[src/rtl/vedic_seq_mul_ctrl.sv]
// vedic_seq_mul_ctrl: sequential WIDTH x WIDTH unsigned multiplier built around
// a single vedic_two (2x2) cell. Operands are split into 2-bit digits; one digit
// pair is multiplied per cycle and shift-accumulated into a 2*WIDTH accumulator.
// Valid/ready handshakes on both the operand and product sides.
//
// Optional feature macro: VEDIC_SEQ_ZERO_SKIP_EN
//   defined   : a zero operand skips RUN and the product (0) is presented at once
//   undefined : zero operands walk the full digit loop like any other pair

// 2x2 vedic multiplier cell: vertical and crosswise products of two 2-bit digits.
module vedic_two (
    input  logic [1:0] a,
    input  logic [1:0] b,
    output logic [3:0] p
);

    logic cross_lo;
    logic cross_hi;
    logic cross_carry;
    logic vert_hi;

    // Combine the vertical (a0b0, a1b1) and crosswise (a1b0, a0b1) terms.
    always_comb begin
        cross_lo    = a[1] & b[0];
        cross_hi    = a[0] & b[1];
        cross_carry = cross_lo & cross_hi;
        vert_hi     = a[1] & b[1];
        p[0]        = a[0] & b[0];
        p[1]        = cross_lo ^ cross_hi;
        p[2]        = vert_hi ^ cross_carry;
        p[3]        = vert_hi & cross_carry;
    end

endmodule

module vedic_seq_mul_ctrl #(
    parameter int WIDTH = 8
) (
    input  logic                 clk,
    input  logic                 rst_n,
    input  logic                 in_valid,
    output logic                 in_ready,
    input  logic [WIDTH-1:0]     in_a,
    input  logic [WIDTH-1:0]     in_b,
    output logic                 out_valid,
    input  logic                 out_ready,
    output logic [2*WIDTH-1:0]   out_p,
    output logic                 busy
);

    // Number of 2-bit digits per operand and total digit-pair steps.
    localparam int N     = WIDTH / 2;
    localparam int STEPS = N * N;
    localparam int KW    = (STEPS > 1) ? $clog2(STEPS) : 1;
    localparam int PW    = 2 * WIDTH;

    typedef enum logic [1:0] {
        IDLE = 2'd0,
        RUN  = 2'd1,
        DONE = 2'd2
    } state_t;

    state_t           state_q;
    state_t           state_d;
    logic [WIDTH-1:0] a_q;
    logic [WIDTH-1:0] a_d;
    logic [WIDTH-1:0] b_q;
    logic [WIDTH-1:0] b_d;
    logic [PW-1:0]    acc_q;
    logic [PW-1:0]    acc_d;
    logic [PW-1:0]    out_p_q;
    logic [PW-1:0]    out_p_d;
    logic [KW-1:0]    k_q;
    logic [KW-1:0]    k_d;
    logic             out_valid_q;
    logic             out_valid_d;

    int               k_int;
    int               digit_i;
    int               digit_j;
    logic [1:0]       a_dig;
    logic [1:0]       b_dig;
    logic [3:0]       pp;
    logic [PW-1:0]    pp_term;
    logic [PW-1:0]    acc_sum;
    logic             last_step;

    // Decode the step counter into the a-digit index (outer) and b-digit index (inner)
    // and pick out those digits with constant-index selects.
    always_comb begin
        k_int   = int'(k_q);
        digit_i = k_int / N;
        digit_j = k_int % N;
        a_dig   = 2'b00;
        b_dig   = 2'b00;
        for (int d = 0; d < N; d++) begin
            if (digit_i == d) begin
                a_dig = a_q[2*d +: 2];
            end
            if (digit_j == d) begin
                b_dig = b_q[2*d +: 2];
            end
        end
    end

    vedic_two u_cell (
        .a (a_dig),
        .b (b_dig),
        .p (pp)
    );

    // Weight the partial product by its digit position and add it to the running sum;
    // the accumulator is wide enough for the full product so this never overflows.
    always_comb begin
        pp_term   = PW'(pp) << (2 * (digit_i + digit_j));
        acc_sum   = acc_q + pp_term;
        last_step = (k_q == KW'(STEPS - 1));
    end

    // Next-state logic for the IDLE -> RUN -> DONE handshake controller.
    always_comb begin
        state_d     = state_q;
        a_d         = a_q;
        b_d         = b_q;
        acc_d       = acc_q;
        k_d         = k_q;
        out_p_d     = out_p_q;
        out_valid_d = out_valid_q;

        unique case (state_q)
            IDLE: begin
                if (in_valid) begin
                    a_d   = in_a;
                    b_d   = in_b;
                    acc_d = '0;
                    k_d   = '0;
`ifdef VEDIC_SEQ_ZERO_SKIP_EN
                    if ((in_a == '0) || (in_b == '0)) begin
                        out_p_d     = '0;
                        out_valid_d = 1'b1;
                        state_d     = DONE;
                    end else begin
                        state_d = RUN;
                    end
`else
                    state_d = RUN;
`endif
                end
            end

            RUN: begin
                acc_d = acc_sum;
                k_d   = k_q + KW'(1);
                if (last_step) begin
                    k_d         = '0;
                    out_p_d     = acc_sum;
                    out_valid_d = 1'b1;
                    state_d     = DONE;
                end
            end

            DONE: begin
                if (out_ready) begin
                    out_valid_d = 1'b0;
                    state_d     = IDLE;
                end
            end

            default: begin
                out_valid_d = 1'b0;
                state_d     = IDLE;
            end
        endcase
    end

    // State and datapath registers; reset abandons any operation in flight.
    always_ff @(posedge clk) begin
        if (!rst_n) begin
            state_q     <= IDLE;
            a_q         <= '0;
            b_q         <= '0;
            acc_q       <= '0;
            k_q         <= '0;
            out_p_q     <= '0;
            out_valid_q <= 1'b0;
        end else begin
            state_q     <= state_d;
            a_q         <= a_d;
            b_q         <= b_d;
            acc_q       <= acc_d;
            k_q         <= k_d;
            out_p_q     <= out_p_d;
            out_valid_q <= out_valid_d;
        end
    end

    // Operand side only opens in IDLE and stays closed while reset is asserted.
    always_comb begin
        in_ready  = (state_q == IDLE) && rst_n;
        busy      = (state_q != IDLE);
        out_valid = out_valid_q;
        out_p     = out_p_q;
    end

endmodule

[config.mk]
export PLATFORM = sky130hd
export DESIGN_NAME = vedic_seq_mul_ctrl
export DESIGN_NICKNAME = d
export VERILOG_FILES = /design/src/rtl/vedic_seq_mul_ctrl.sv
export SDC_FILE = /design/constraint.sdc
export NUM_CORES = 1
export LEC_CHECK = 0
export ABC_AREA = 0
export CAP_MARGIN = 10
export CORE_MARGIN = 2
export CORE_UTILIZATION = 40
export DETAILED_ROUTE_END_ITERATION = 8
export HOLD_SLACK_MARGIN = 0.08
export PLACE_DENSITY = 0.67
export SYNTH_ARGS = -nofsm -noshare
export SYNTH_HDL_FRONTEND = slang
export SYNTH_SLANG_ARGS = --single-unit
[constraint.sdc]
create_clock -name clk -period 6.99 [get_ports clk]
set_clock_uncertainty 0.15 [all_clocks]
set_input_delay 1.398 -clock clk [delete_from_list [all_inputs] [get_ports clk]]
set_output_delay 1.398 -clock clk [all_outputs]
set_load 0.1 [all_outputs]
Word level (Yosys, flattened, before mapping):

Index checks and enable logic that the tools add are counted.

* add/sub/neg operators: 3
* multiplexer cells: 20
* equality and inequality tests: 12
* shifts and indexed selects: 1
* bitwise gates (word level): 9
* reduce and logical (&&, ||, !) cells: 11

Operators with widths (number)
* 32-bit logical NOT: 2
* 16-bit one-hot mux with 2 select lines: 1
* 2-bit two-way mux: 11
* 16-bit adder: 1
* 16-bit two-way mux: 1
* 4-bit by 4-bit << shifter with 16-bit output: 1
* 2-bit == test, second input constant: 5
* 4-bit two-way mux: 2
* 4-bit one-hot mux with 2 select lines: 1
* 1-bit AND: 6
* 2-bit by 1-bit == test with 1-bit output, second input constant: 3
* 2-bit inequality test, second input constant: 3
* 2-bit one-hot mux with 3 select lines: 1
* 2-bit AND reduction: 3
* 3-bit AND reduction: 2
* 4-bit by 1-bit adder with 4-bit output, second input constant: 1
* 4-bit == test, second input constant: 1
* 2-bit nonzero test: 2
* 2-bit by 2-bit adder with 3-bit output: 1
* 1-bit one-hot mux with 3 select lines: 1
* 2-bit logical NOT: 1
* 1-bit two-way mux: 2
* 1-bit bitwise XOR: 2
* 1-bit logical AND: 1
* 1-bit inverter: 1

* output and inout bits: 19
* flip-flop bits (word level): 55
* input port bits: 20
* logic and storage cells: 63

Logic depth before layout (Yosys ltp):

* depth after elaboration: 11
* depth in mapped cells: 20

By module:

From an unflattened synthesis, not the netlist that was laid out.

* cell total of the unflattened synthesis: 393
* area, all modules: 3146.8 µm²

Modules (own cells, without submodules)
* vedic_seq_mul_ctrl: instances 1, area an instance 3096.7 µm², cells an instance 387
* vedic_two: instances 1, area an instance 50.0 µm², cells an instance 6

Worst setup path before layout:

Ideal clock, no wire load.

* kind: in2out
* from: in rst_n
* to: out in_ready
* cell stages on the path: 3
* arrival: 2.552 ns
* path buffers: 2
* path slack: 2.890 ns
* cells stage by stage: clkbuf_8 -> clkbuf_1 -> and2_1

* cells in the longest elaborated chain, start to end: 1

Ends and longest elaborated chain
* start, declared: line 40 `input logic rst_n,`
* 1-bit logical AND: line 199 `in_ready = (state_q == IDLE) && rst_n;`
* end, declared: line 42 `output logic in_ready,`

Every way passes these cells.

Final worst setup path:

Same ends and word-level chain as after synthesis.

==> impl_metrics.py <==
metrics = {
    "die": {
        "rows": 33,
        "die_x_um": 95.1,
        "die_h_um": 95.1,
        "start_util": 0.408,
        "core_sq_mm": 0.00813,
        "dieArea_sq_mm": 0.00904,
        "io-pin-count": 39,
    },
    "synthesis": {
        "synth.area.top_cells": "dfxtp_1 (33%), nand2_1 (9.4%), ha_1 (8.7%), a21boi_0 (7.0%), o21ai_0 (2.9%)",
        "synthXorXnorAreaFrac": 0.0370,
        "yosys.area.top_type_share": 0.332,
        "synth_top_family_by_area": "compound AO/OA/AOI/OAI gates",
        "syn_area_sq_mm": 0.00332,
        "synth_edf_count": 0,
        "yosys.area.top_type": "dfxtp_1",
        "synth.most_common_cell": "nand2_1",
        "seq_area_frac_synth": 0.332,
        "yosys-mux-area-fraction": 0.0226,
        "ys_ff_latch": 55,
        "syn-num-nets": 449,
        "synth_compound_area_frac": 0.236,
        "async_reset_ff_frac": 0,
        "synth-simple-area-share": 0.230,
        "synthFlopType": "dfxtp_1",
        "synthDistinctLibCells": 53,
        "synthTopCellsByCount": "nand2_1 (83), dfxtp_1 (55), a21boi_0 (31)",
        "synthAdderAreaFrac": 0.0988,
        "syn_area_per_cell_sq_um": 8.21,
        "ys_warn_count": 0,
        "syn_inst": 404,
    },
    "placed_design": {
        "dp_hpwl_um": 5670,
        "port_buffers": 38,
        "globalplace.congestion": 0.902,
    },
    "route": {
        "finalWirelength_um": 7750,
        "viasPerCell": 5.32,
        "vias": 2839,
        "wl_per_cell_um": 14.5,
        "dr.pass1.iters": 4,
        "drc_errors": 0,
        "first_iter_violations": 165,
        "ant_nets": 0,
    },
    "grt": {
        "overflow": 0,
        "grtUsageTotal": 0.185,
        "grt_pass1_wl_um": 13200,
        "antenna_found_initial": 0,
        "grt_max_degree": 60,
        "grt_pass1_vias": 2730,
    },
    "sta": {
        "setup_viol": 0,
        "setup_tns_ps": 0,
        "finalHoldViolCount": 0,
        "fin_crit_sh": 0.685,
        "worst_hold_slack_ps": 317,
        "max_slew_margin": 0.338,
        "fmax_ghz": 0.209,
        "worst_pin_slew_ps": 990,
        "fin_crit_ps": 4790,
        "slew_violations": 0,
        "rsz0062_at_grt": "false",
    },
    "final_layout": {
        "fin_util": 0.471,
        "seqCellArea_sq_mm": 0.00110,
        "nNetsFinal": 474,
        "nFillCells": 762,
        "area_growth_pct": 15.6,
        "layout-drive-gt1-share": 0.0513,
        "antenna_cells": 0,
        "multi_input_area_sq_mm": 0.00207,
    },
    "critical_path": {
        "cp.required_ps": 5440,
        "cp.arrival_ps": 3240,
        "cp-start-kind": "primary input",
        "crit_chain": "clkdlybuf4s50_1 -> and2_1 -> clkdlybuf4s50_1",
        "crit_top_cell": "clkdlybuf4s50_1",
        "max_stage_delay_ps": 1130,
        "crit_fanout": 2,
        "crit_slowest_cell": "clkdlybuf4s50_1",
        "critPathCaptureType": "output port",
        "cp_top_family": "buffers and inverters",
        "crit_type": "primary input to output port",
        "path_buf_inv": 2,
    },
    "clocking": {
        "cts.clk_slew.worst_paths_ps": 90,
        "clock-sinks": 55,
        "cts_made_buffers": 5,
        "postCtsHoldBufs": 0,
        "cts_max_path_buffers": 2,
        "post_cts_resized": 0,
        "post-cts-setup-buffers": 0,
        "clk_latency_ps": 310,
        "htreeDepth": 2,
        "cts-root-buf": "clkbuf_8",
        "cts_tree": "yes",
    },
    "pwr": {
        "cellPowerDensity_mw_per_mm2": 154,
        "p_leak_nw": 1.46,
        "ir_drop_v": 0.0000916,
    },
    "outcome": {
        "outcome": "finished clean",
    },
    "flow_run": {
        "cap_viol_max_count": 0,
    },
    "min_path": {
        "hp-class": "flip-flop to flip-flop",
    },
}
[per-stage QoR]
stage                     instances  total power (W)  setup WS [ps]  area, sq um
final                           534         0.000590           2200         3830
after global routing            534         0.000612           2180         3830
after CTS                       534         0.000597           2180         3830
after detailed placement        527         0.000390           2190         3730
after global placement          527         0.000388           2190         3730
after floorplan                 404         0.000369           2890         3320
[state kept, by name (all words and copies together), names as in the netlist]
signal,cells
out_p,16
a_q,8
b_q,8
acc_q,16
k_q,4
out_valid,1
state_q,2
[cell families (layout without fill, tap and decap cells)]
kind of cell / Yosys count / in the layout
mux: 5 / 5
fa+ha+maj: 25 / 25
xor+xnor: 14 / 14
simple gates: 166 / 166
flops: 55 / 55
compound gates: 109 / 109
buf+inv: 30 / 55
[layout make-up]
type	instances	area share
sequential	55	0.287
tap	105	0.0343
clock buffer	6	0.0189
clock inverter	1	0.00783
multi-input combinational	319	0.541
timing repair buffer	40	0.103
inverter	8	0.00783
[placed cells by master, fill, tap and decap left out, types with 6 or more instances in the layout]
master	n
a21boi_0	31
a21o_1	6
a21oi_1	15
and2_1	6
and3_1	8
clkdlybuf4s50_1	38
dfxtp_1	55
ha_1	23
inv_1	8
nand2_1	83
nand3_1	18
nor2_1	19
nor2b_1	9
o21ai_0	19
xnor2_1	9
[worst paths after layout]
path                 start   endpoint  slack [ps]  depth (start not counted)
setup / recovery     rst_n   in_ready        2200                          3
setup reg to reg    k_q[1]  acc_q[12]        2800                         17
hold reg to reg   out_p[2]   out_p[2]         320                          2
hold / removal    out_p[2]   out_p[2]         320                          2
[report_power, final]
group | internal (W) | leakage (nW) | switching (W)
clock | 0.000105 | 0.0513 | 0.000103
sequential | 0.000320 | 0.446 | 0.00000458
combinational | 0.0000241 | 0.961 | 0.0000335
[tightest hold or removal path: cells and delay by family, from the launching register on]
kind | cells | cell delay (ps)
compound gates | 1 | 60
flops | 1 | 320
simple gates | 1 | 40
[metal layers]
| layer | GRT usage | wire, um | up-vias |
|---|---|---|---|
| met4 | 0.0628 | 137 | 0 |
| met2 | 0.286 | 3450 | 48 |
| met3 | 0.0253 | 345 | 6 |
| met1 | 0.266 | 3820 | 1325 |
| li1 | - | - | 1460 |
| met5 | 0 | 0 | - |
No activity file was read; power rests on OpenSTA's default activity.
